$ cat src/rtl/branch_flag_unit_if.sv
// Bus bundle for branch_flag_unit: ALU result/flag inputs, branch request/response and trap control.
interface branch_flag_unit_if;
    logic        alu_valid;
    logic [31:0] alu_res;
    logic        alu_carry;
    logic        alu_zero;
    logic        alu_neg;
    logic        alu_ovf;
    logic        alu_update_carry;

    logic        br_valid;
    logic        br_ready;
    logic [2:0]  br_type;
    logic [31:0] br_target;
    logic [31:0] pc_plus4;

    logic        pc_valid;
    logic        take;
    logic [31:0] next_pc;
    logic        link_valid;
    logic [31:0] link_addr;

    logic [3:0]  flags;
    logic [31:0] res_q;
    logic        trap;
    logic        trap_ack;

    modport slave (
        input  alu_valid, alu_res, alu_carry, alu_zero, alu_neg, alu_ovf, alu_update_carry,
        input  br_valid, br_type, br_target, pc_plus4, trap_ack,
        output br_ready, pc_valid, take, next_pc, link_valid, link_addr, flags, res_q, trap
    );

    modport master (
        output alu_valid, alu_res, alu_carry, alu_zero, alu_neg, alu_ovf, alu_update_carry,
        output br_valid, br_type, br_target, pc_plus4, trap_ack,
        input  br_ready, pc_valid, take, next_pc, link_valid, link_addr, flags, res_q, trap
    );
endinterface

$ cat src/rtl/branch_flag_unit.sv
// ALU flag registers plus a three-cycle (IDLE/EVAL/RESP) conditional branch resolver.
// Define BFU_OVF_TRAP_EN to enable the sticky overflow trap and its TRAP_VECTOR redirect.
module branch_flag_unit #(
    parameter logic [31:0] TRAP_VECTOR = 32'h0000_0100
) (
    input  logic              clk,
    input  logic              rst,
    branch_flag_unit_if.slave bus
);
    typedef enum logic [1:0] {
        ST_IDLE = 2'b00,
        ST_EVAL = 2'b01,
        ST_RESP = 2'b10
    } state_t;

    localparam logic [2:0] BT_BR   = 3'b000;
    localparam logic [2:0] BT_BLTZ = 3'b001;
    localparam logic [2:0] BT_BZ   = 3'b010;
    localparam logic [2:0] BT_BNZ  = 3'b011;
    localparam logic [2:0] BT_BCY  = 3'b100;
    localparam logic [2:0] BT_BNC  = 3'b101;
    localparam logic [2:0] BT_BAL  = 3'b110;

    state_t      r_state;
    state_t      w_next_state;
    logic        w_accept;
    logic        w_resolve;
    logic        w_retire;

    logic [2:0]  r_type;
    logic [31:0] r_target;
    logic [31:0] r_pc4;

    logic        r_c;
    logic        r_z;
    logic        r_n;
    logic        r_v;
    logic [31:0] r_res;

    logic        r_br_ready;
    logic        r_pc_valid;
    logic        r_take;
    logic [31:0] r_next_pc;
    logic        r_link_valid;
    logic [31:0] r_link_addr;

    logic        w_cond;
    logic        w_redirect;
    logic        w_take;
    logic        w_link;
    logic [31:0] w_pc;

    function automatic logic cond_met(input logic [2:0] t, input logic c, input logic z, input logic n);
        logic met;
        case (t)
            BT_BR:   met = 1'b1;
            BT_BLTZ: met = n;
            BT_BZ:   met = z;
            BT_BNZ:  met = ~z;
            BT_BCY:  met = c;
            BT_BNC:  met = ~c;
            BT_BAL:  met = 1'b1;
            default: met = 1'b0;
        endcase
        return met;
    endfunction

    // FSM state register
    always_ff @(posedge clk or negedge rst) begin
        if (!rst) begin
            r_state <= ST_IDLE;
        end else begin
            r_state <= w_next_state;
        end
    end

    // FSM next-state and phase strobes
    always_comb begin
        w_next_state = r_state;
        w_accept     = 1'b0;
        w_resolve    = 1'b0;
        w_retire     = 1'b0;
        case (r_state)
            ST_IDLE: begin
                if (bus.br_valid) begin
                    w_next_state = ST_EVAL;
                    w_accept     = 1'b1;
                end else begin
                    w_next_state = ST_IDLE;
                end
            end
            ST_EVAL: begin
                w_next_state = ST_RESP;
                w_resolve    = 1'b1;
            end
            ST_RESP: begin
                w_next_state = ST_IDLE;
                w_retire     = 1'b1;
            end
            default: begin
                w_next_state = ST_IDLE;
            end
        endcase
    end

    // Latch the accepted branch request
    always_ff @(posedge clk or negedge rst) begin
        if (!rst) begin
            r_type   <= 3'b000;
            r_target <= 32'h0000_0000;
            r_pc4    <= 32'h0000_0000;
        end else if (w_accept) begin
            r_type   <= bus.br_type;
            r_target <= bus.br_target;
            r_pc4    <= bus.pc_plus4;
        end else begin
            r_type   <= r_type;
            r_target <= r_target;
            r_pc4    <= r_pc4;
        end
    end

    // Flag and result registers; C/V only move when the ALU asks for a carry update
    always_ff @(posedge clk or negedge rst) begin
        if (!rst) begin
            r_res <= 32'h0000_0000;
            r_z   <= 1'b0;
            r_n   <= 1'b0;
            r_c   <= 1'b0;
            r_v   <= 1'b0;
        end else if (bus.alu_valid) begin
            r_res <= bus.alu_res;
            r_z   <= bus.alu_zero;
            r_n   <= bus.alu_neg;
            if (bus.alu_update_carry) begin
                r_c <= bus.alu_carry;
                r_v <= bus.alu_ovf;
            end else begin
                r_c <= r_c;
                r_v <= r_v;
            end
        end else begin
            r_res <= r_res;
            r_z   <= r_z;
            r_n   <= r_n;
            r_c   <= r_c;
            r_v   <= r_v;
        end
    end

`ifdef BFU_OVF_TRAP_EN
    logic r_trap;
    logic r_redirect;
    logic w_trap_set;

    assign w_trap_set = bus.alu_valid & bus.alu_update_carry & bus.alu_ovf;

    // Sticky trap: a new overflow outranks both trap_ack and the clear after a redirected RESP
    always_ff @(posedge clk or negedge rst) begin
        if (!rst) begin
            r_trap     <= 1'b0;
            r_redirect <= 1'b0;
        end else begin
            if (w_trap_set) begin
                r_trap <= 1'b1;
            end else if (bus.trap_ack || (w_retire && r_redirect)) begin
                r_trap <= 1'b0;
            end else begin
                r_trap <= r_trap;
            end
            if (w_resolve) begin
                r_redirect <= r_trap;
            end else if (w_retire) begin
                r_redirect <= 1'b0;
            end else begin
                r_redirect <= r_redirect;
            end
        end
    end

    assign w_redirect = r_trap;
    assign bus.trap   = r_trap;
`else
    logic w_unused_trap_ack;

    assign w_unused_trap_ack = bus.trap_ack;
    assign w_redirect        = 1'b0;
    assign bus.trap          = 1'b0;
`endif

    // Branch resolution from flags as they stand during EVAL
    always_comb begin
        w_cond = cond_met(r_type, r_c, r_z, r_n);
        w_take = 1'b0;
        w_pc   = r_pc4;
        w_link = 1'b0;
        if (w_redirect) begin
            w_take = 1'b1;
            w_pc   = TRAP_VECTOR;
            w_link = 1'b0;
        end else begin
            w_take = w_cond;
            w_pc   = w_cond ? r_target : r_pc4;
            w_link = (r_type == BT_BAL);
        end
    end

    // Registered response; take/next_pc/link_addr only change when a branch resolves
    always_ff @(posedge clk or negedge rst) begin
        if (!rst) begin
            r_br_ready   <= 1'b1;
            r_pc_valid   <= 1'b0;
            r_link_valid <= 1'b0;
            r_take       <= 1'b0;
            r_next_pc    <= 32'h0000_0000;
            r_link_addr  <= 32'h0000_0000;
        end else begin
            r_br_ready   <= (w_next_state == ST_IDLE);
            r_pc_valid   <= w_resolve;
            r_link_valid <= w_resolve & w_link;
            if (w_resolve) begin
                r_take    <= w_take;
                r_next_pc <= w_pc;
                if (w_link) begin
                    r_link_addr <= r_pc4;
                end else begin
                    r_link_addr <= r_link_addr;
                end
            end else begin
                r_take      <= r_take;
                r_next_pc   <= r_next_pc;
                r_link_addr <= r_link_addr;
            end
        end
    end

    assign bus.br_ready   = r_br_ready;
    assign bus.pc_valid   = r_pc_valid;
    assign bus.take       = r_take;
    assign bus.next_pc    = r_next_pc;
    assign bus.link_valid = r_link_valid;
    assign bus.link_addr  = r_link_addr;
    assign bus.flags      = {r_c, r_z, r_n, r_v};
    assign bus.res_q      = r_res;
endmodule
$ cat src/flat_wrapper.sv
// flat-port wrapper written by rule: the top's interface ports become plain ports
module branch_flag_unit_flat 
#(
    parameter logic [31:0] TRAP_VECTOR = 32'h0000_0100
)
  (clk, rst, bus_alu_valid, bus_alu_res, bus_alu_carry, bus_alu_zero, bus_alu_neg, bus_alu_ovf, bus_alu_update_carry, bus_br_valid, bus_br_type, bus_br_target, bus_pc_plus4, bus_trap_ack, bus_br_ready, bus_pc_valid, bus_take, bus_next_pc, bus_link_valid, bus_link_addr, bus_flags, bus_res_q, bus_trap);
  branch_flag_unit_if bus_i ();
  input  logic clk;
  input  logic rst;
  input wire logic [$bits(bus_i.alu_valid)-1:0] bus_alu_valid;
  input wire logic [$bits(bus_i.alu_res)-1:0] bus_alu_res;
  input wire logic [$bits(bus_i.alu_carry)-1:0] bus_alu_carry;
  input wire logic [$bits(bus_i.alu_zero)-1:0] bus_alu_zero;
  input wire logic [$bits(bus_i.alu_neg)-1:0] bus_alu_neg;
  input wire logic [$bits(bus_i.alu_ovf)-1:0] bus_alu_ovf;
  input wire logic [$bits(bus_i.alu_update_carry)-1:0] bus_alu_update_carry;
  input wire logic [$bits(bus_i.br_valid)-1:0] bus_br_valid;
  input wire logic [$bits(bus_i.br_type)-1:0] bus_br_type;
  input wire logic [$bits(bus_i.br_target)-1:0] bus_br_target;
  input wire logic [$bits(bus_i.pc_plus4)-1:0] bus_pc_plus4;
  input wire logic [$bits(bus_i.trap_ack)-1:0] bus_trap_ack;
  output wire logic [$bits(bus_i.br_ready)-1:0] bus_br_ready;
  output wire logic [$bits(bus_i.pc_valid)-1:0] bus_pc_valid;
  output wire logic [$bits(bus_i.take)-1:0] bus_take;
  output wire logic [$bits(bus_i.next_pc)-1:0] bus_next_pc;
  output wire logic [$bits(bus_i.link_valid)-1:0] bus_link_valid;
  output wire logic [$bits(bus_i.link_addr)-1:0] bus_link_addr;
  output wire logic [$bits(bus_i.flags)-1:0] bus_flags;
  output wire logic [$bits(bus_i.res_q)-1:0] bus_res_q;
  output wire logic [$bits(bus_i.trap)-1:0] bus_trap;
  assign bus_i.alu_valid = bus_alu_valid;
  assign bus_i.alu_res = bus_alu_res;
  assign bus_i.alu_carry = bus_alu_carry;
  assign bus_i.alu_zero = bus_alu_zero;
  assign bus_i.alu_neg = bus_alu_neg;
  assign bus_i.alu_ovf = bus_alu_ovf;
  assign bus_i.alu_update_carry = bus_alu_update_carry;
  assign bus_i.br_valid = bus_br_valid;
  assign bus_i.br_type = bus_br_type;
  assign bus_i.br_target = bus_br_target;
  assign bus_i.pc_plus4 = bus_pc_plus4;
  assign bus_i.trap_ack = bus_trap_ack;
  assign bus_br_ready = bus_i.br_ready;
  assign bus_pc_valid = bus_i.pc_valid;
  assign bus_take = bus_i.take;
  assign bus_next_pc = bus_i.next_pc;
  assign bus_link_valid = bus_i.link_valid;
  assign bus_link_addr = bus_i.link_addr;
  assign bus_flags = bus_i.flags;
  assign bus_res_q = bus_i.res_q;
  assign bus_trap = bus_i.trap;
  branch_flag_unit #(.TRAP_VECTOR(TRAP_VECTOR)) u_core (.clk(clk), .rst(rst), .bus(bus_i));
endmodule
$ cat config.mk
export PLATFORM = sky130hd
export DESIGN_NAME = branch_flag_unit_flat
export DESIGN_NICKNAME = d
export VERILOG_FILES = /design/src/rtl/branch_flag_unit_if.sv /design/src/rtl/branch_flag_unit.sv /design/src/flat_wrapper.sv
export SDC_FILE = /design/constraint.sdc
export NUM_CORES = 1
export LEC_CHECK = 0
export ABC_AREA = 1
export ABC_CLOCK_PERIOD_IN_PS = 1300
export CORE_MARGIN = 5
export CORE_UTILIZATION = 46
export CTS_BUF_LIST = sky130_fd_sc_hd__clkbuf_16
export DETAILED_ROUTE_END_ITERATION = 10
export DONT_BUFFER_PORTS = 1
export PLACE_DENSITY_LB_ADDON = 0.1
export SLEW_MARGIN = 20
export SYNTH_ARGS = -nofsm -noshare
export SYNTH_HDL_FRONTEND = slang
export SYNTH_SLANG_ARGS = --single-unit
export TNS_END_PERCENT = 5
$ cat constraint.sdc
create_clock -name clk -period 1.3 [get_ports clk]
set_input_delay 0.26 -clock clk [delete_from_list [all_inputs] [get_ports clk]]
set_output_delay 0.26 -clock clk [all_outputs]
set_load 0.005 [all_outputs]
=== After elaboration in Yosys (flattened, before gate mapping) ===
Index checks and enable logic that the tools add are counted.

* Input bits: 109
* Output and inout port bits: 105
* Register bits after elaboration: 173
* Word-level logic and storage cells: 38

* Bitwise gates (word level): 3
* Equality and inequality tests: 7
* Reductions and logical operators: 6
* Mux-type cells: 7

{| class="wikitable"
|+ Operators by type and width
! operator !! number
|-
| two-way mux 32 bit || 1
|-
| equality test 3 bit, second input constant || 3
|-
| equality test 3 x 2 -> 1 bit, second input constant || 2
|-
| case mux 1 bit (6 select lines) || 1
|-
| zero test 2 bit || 2
|-
| two-way mux 1 bit || 4
|-
| case mux 2 bit (2 select lines) || 1
|-
| AND reduction 2 bit || 2
|-
| equality test 3 x 1 -> 1 bit, second input constant || 1
|-
| zero test 3 bit || 1
|-
| equality test 2 x 1 -> 1 bit, second input constant || 1
|-
| inverter 1 bit || 2
|-
| OR reduction 2 bit || 1
|-
| AND 1 bit || 1
|}

=== Longest topological paths before layout ===
* Depth in word-level cells: 4
* Mapped depth: 11
* Depth with buffers taken out: 10

=== Worst setup path before layout ===
No wires, ideal clock.

* Kind: flip-flop to flip-flop
* Start point: register, netlist name u_core.bus.pc_valid
* End point: register u_core.r_link_addr[10], in the netlist u_core.bus.link_addr[10]
* Data arrival time: 1240 ps
* Stages on the path, launching flop included: 7
* Data required time: 1176 ps
* Path slack: -63 ps
* Buffers on the path: 2
* Clock period less this slack: 1363 ps
* Setup time: 124 ps
* Cell sequence: dfrtp_1 nor2_4 inv_2 nor3_2 buf_4 buf_2 a21oi_1

{| class="wikitable"
|+ RTL lines
! element !! RTL line !! source
|-
| end signal: assignment || branch_flag_unit.sv:225 || <nowiki>r_link_addr <= r_pc4;</nowiki>
|-
| end signal: assignment || branch_flag_unit.sv:227 || <nowiki>r_link_addr <= r_link_addr;</nowiki>
|-
| end signal: assignment || branch_flag_unit.sv:232 || <nowiki>r_link_addr <= r_link_addr;</nowiki>
|-
| end: declaration || branch_flag_unit.sv:45 || <nowiki>logic [31:0] r_link_addr;</nowiki>
|}

=== Final worst setup path ===
* Start point: register u_core.r_type[0]
* End point: register u_core.r_next_pc[23], in the netlist u_core.bus.next_pc[23]

* Cells in the longest elaborated chain, start to end: 4
* Elaborated cells between the ends (all ways): 10
* Those cells by class: 6 x eq/ne; 2 x mux; 2 x reduce/logical

{| class="wikitable"
|+ Ends and longest elaborated chain
! element !! RTL line !! source
|-
| start: declaration || branch_flag_unit.sv:30 || <nowiki>logic [2:0] r_type;</nowiki>
|-
| start signal: assignment || branch_flag_unit.sv:113 || <nowiki>r_type <= bus.br_type;</nowiki>
|-
| start signal: assignment || branch_flag_unit.sv:117 || <nowiki>r_type <= r_type;</nowiki>
|-
| equality test 3 bit or zero test 3 bit (tied branches) || branch_flag_unit.sv:55 || <nowiki>case (t)</nowiki>
|-
| OR reduction 2 bit (no source line) || n/a ||
|-
| case mux 1 bit (6 select lines) * || branch_flag_unit.sv:55 ||
|-
| two-way mux 32 bit * || branch_flag_unit.sv:203 || <nowiki>w_pc = w_cond ? r_target : r_pc4;</nowiki>
|-
| end signal: assignment || branch_flag_unit.sv:223 || <nowiki>r_next_pc <= w_pc;</nowiki>
|-
| end signal: assignment || branch_flag_unit.sv:231 || <nowiki>r_next_pc <= r_next_pc;</nowiki>
|-
| end: declaration || branch_flag_unit.sv:43 || <nowiki>logic [31:0] r_next_pc;</nowiki>
|}

Mark *: on every way between the ends. The rest lies on a longest branch, timed or not.
A chain may end at the register's enable or synchronous reset.

==> impl_metrics.env <==
export IMPL_failed_checks="negative hold slack, negative setup slack"
export IMPL_cp_end_kind="flip-flop"
export IMPL_core_area_mm2=0.01459
export IMPL_row_count=44
export IMPL_synthFlopType="dfrtp_1"
export IMPL_crit_slowest_cell="dfrtp_1"
export IMPL_first_pass_iters=6
export IMPL_crit_fanout=14
export IMPL_wl_met3_um=1286
export IMPL_antennaDiodeCount=0
export IMPL_r2r_slack_ns=-0.13
export IMPL_routed_wl_met2_um=9419
export IMPL_io_buffers=0
export IMPL_die_x_um=132.2
export IMPL_ys_top_cells_by_count="nand2_1 (174), dfrtp_1 (171), inv_1 (70), o21ai_0 (68), nand3_1 (65)"
export IMPL_numCtsBuffers=17
export IMPL_cp_slowest_stage_delay_ns=0.40
export IMPL_cts_tree="done"
export IMPL_finalPower_uw=17130
export IMPL_r2r_start="u_core.r_type[0]"
export IMPL_ir_worst_vdd_mv=0.9862
export IMPL_wl_um=18560
export IMPL_viasPerCell=5.131
export IMPL_drcViolationCount=0
export IMPL_finClkSkew_ns=0.006835
export IMPL_gp_congestion=0.7625
export IMPL_wire_per_inst_um=18.23
export IMPL_grt_pass1_wl_um=29360
export IMPL_highest_layer="met4"
export IMPL_ys_ff_latch=172
export IMPL_clock_sinks=172
export IMPL_whs_ns=-0.4705
export IMPL_async_flop_share_pct=100.0
export IMPL_rsz0062_at_grt="yes"
export IMPL_reg2reg_to="u_core.bus.next_pc[23]"
export IMPL_synthTopCellsByArea="dfrtp_1 (62%), nand2_1 (9.5%), mux2_2 (5.6%)"
export IMPL_die_h_um=132.2
export IMPL_period_minus_slack_ns=1.428
export IMPL_grt_start_max_net_pins=173
export IMPL_hold_viol=172
export IMPL_synth_top_area_cell="dfrtp_1"
export IMPL_ant_nets=0
export IMPL_yosysUniqueCellTypes=22
export IMPL_synth_edf_count=0
export IMPL_min_path_type="primary input to async pin"
export IMPL_grt_usage_pct=21.02
export IMPL_clock_fmax_mhz=700.5
export IMPL_die_area_mm2=0.01747
export IMPL_synth_top_area_share_pct=62.32
export IMPL_syn_area_mm2=0.006867
export IMPL_hpwl_um=10850
export IMPL_crit_path_start_kind="flip-flop"
export IMPL_clk_pin_slew_ns=0.06
export IMPL_setup_viol=65
export IMPL_required_ns=1.61
export IMPL_setup_ws_ns=-0.1276
export IMPL_crit_arrival_ns=1.74
export IMPL_start_util_pct=47.07
export IMPL_vias=5223
export IMPL_reg2reg_depth=8
export IMPL_utilization_pct=62.25
export IMPL_grt_antenna_before_repair=0
export IMPL_grt_ovfl_total=0
export IMPL_yosys_warnings=0
export IMPL_ys_seq_area_share_pct=62.70
export IMPL_path_class="flip-flop to flip-flop"
export IMPL_wl_met1_um=7484
export IMPL_synthCells=707
export IMPL_final_max_slew_violation_count=0
export IMPL_drtIter0Drc=330
export IMPL_clockBufferDepth=2
export IMPL_syn_avg_cell_area_um2=9.712
export IMPL_layout_nets=930
export IMPL_drive_above_1_share_pct=15.47
export IMPL_synth_nets=816
export IMPL_period_share_pct=109.8
export IMPL_grt_pass1_vias=5430
export IMPL_final_cells=1018
export IMPL_ios=214
export IMPL_h_tree_depth=4
export IMPL_worstPathCellList="buf_4, nand2_1, nor3_2, nor2_4, buf_6, nand3_1, nand3_1, nand2_1"
export IMPL_pwr_density_cell_mw_per_mm2=1887
export IMPL_ctsRootBufferMaster="clkbuf_16"
export IMPL_insertion_delay_ns=0.42
export IMPL_power_leakage_uw=0.004281
export IMPL_area_delta_synth_final_pct=32.25
export IMPL_synth_most_common_cell="nand2_1"
export IMPL_drv_cap=0
export IMPL_setup_tns_ns=-6.146
export IMPL_status="complete, but fails checks"
export IMPL_dp_cells=871
## layer usage
| layer | track usage [%] | up-vias |
|---|---|---|
| met5 | 0 | - |
| met4 | 7.466 | 0 |
| met3 | 6.947 | 28 |
| met2 | 34.95 | 182 |
| met1 | 25.73 | 2544 |
| li1 | - | 2469 |
## cells by family after synthesis
group	share of synthesized area [%]
DFF	62.70
and+or+nand+nor	16.78
other	0.05461
AOI/OAI and AO/OA	7.526
muxes	5.576
buffers and inverters	7.362
## area by class of cell
cell class / count / area [um2]
Timing Repair Buffer: 140 / 1572
Sequential cell: 172 / 4305
Tap cell: 184 / 230.2
Clock buffer: 17 / 425.4
Clock inverter: 15 / 147.6
Fill cell: 1182 / 5508
Inverter: 72 / 271.5
Multi-Input combinational cell: 418 / 2130
## worst max-delay path: cells and delay by family, from the launching register on
kind	cells	cell delay, ns
flops	1	0.40
simple gates	6	0.57
buf+inv	2	0.34
## through the flow
stage	instance area (um2)	setup WS, ns
final	9081	-0.1276
after detailed placement	7149	-0.1780
after global routing	9081	-0.2218
after global placement	7149	-0.1462
after CTS	8941	-0.1623
after floorplan	6867	-0.03875
## report_power, final
group	total, uW	leakage (uW)	switching (uW)	internal (uW)
logic	3980	0.00192	2200	1780
registers	8190	0.00209	1200	6990
clock network	4960	0.000269	2130	2820
total	17100	0.00428	5540	11600
## worst max path at each step
| stage | start | endpoint | cells after the start |
|---|---|---|---|
| floorplan | u_core.bus.pc_valid | u_core.bus.link_addr[10] | 6 |
| CTS | u_core.r_type[0] | u_core.bus.link_addr[29] | 8 |
| global route | u_core.r_type[0] | u_core.bus.next_pc[23] | 8 |
| detailed placement | u_core.r_type[0] | u_core.bus.next_pc[16] | 9 |
| global placement | u_core.r_type[0] | u_core.bus.next_pc[18] | 9 |
| finish | u_core.r_type[0] | u_core.bus.next_pc[23] | 8 |
## registers in the layout, summed over array words and instances (netlist names)
signal                 flops
u_core.bus.link_valid      1
u_core.r_z                 1
u_core.r_n                 1
u_core.bus.br_ready        1
u_core.r_target           32
u_core.r_c                 1
u_core.bus.pc_valid        1
u_core.bus.next_pc        32
u_core.bus.take            1
u_core.r_type              3
u_core.bus.link_addr      32
u_core.bus.res_q          32
u_core.r_pc4              32
u_core.r_state             1
u_core.r_v                 1
## cells in the final DEF (no fill, tap or decap), types with 3 or more instances in the layout
| master | n |
|---|---|
| nand2_1 | 172 |
| clkinv_2 | 5 |
| nand3_1 | 65 |
| dlygate4sd3_1 | 103 |
| buf_12 | 11 |
| buf_16 | 3 |
| mux2_2 | 34 |
| nor2_1 | 29 |
| a21oi_2 | 8 |
| inv_1 | 68 |
| inv_6 | 3 |
| o21ai_0 | 68 |
| nor2_2 | 7 |
| inv_2 | 3 |
| dfrtp_1 | 171 |
| buf_4 | 14 |
| clkinvlp_4 | 5 |
| clkbuf_16 | 19 |
| a21oi_1 | 26 |
| buf_6 | 6 |
## timing repair
action	CTS	global route
gates cloned	4	2
buffers inserted	4	2
gates resized for setup	22	17
setup endpoints to repair	65	67
pin swaps	1	2
hold buffers	102	2
endpoints found under the hold margin	275	205
Note: power is estimated with default switching activity, not from simulation.
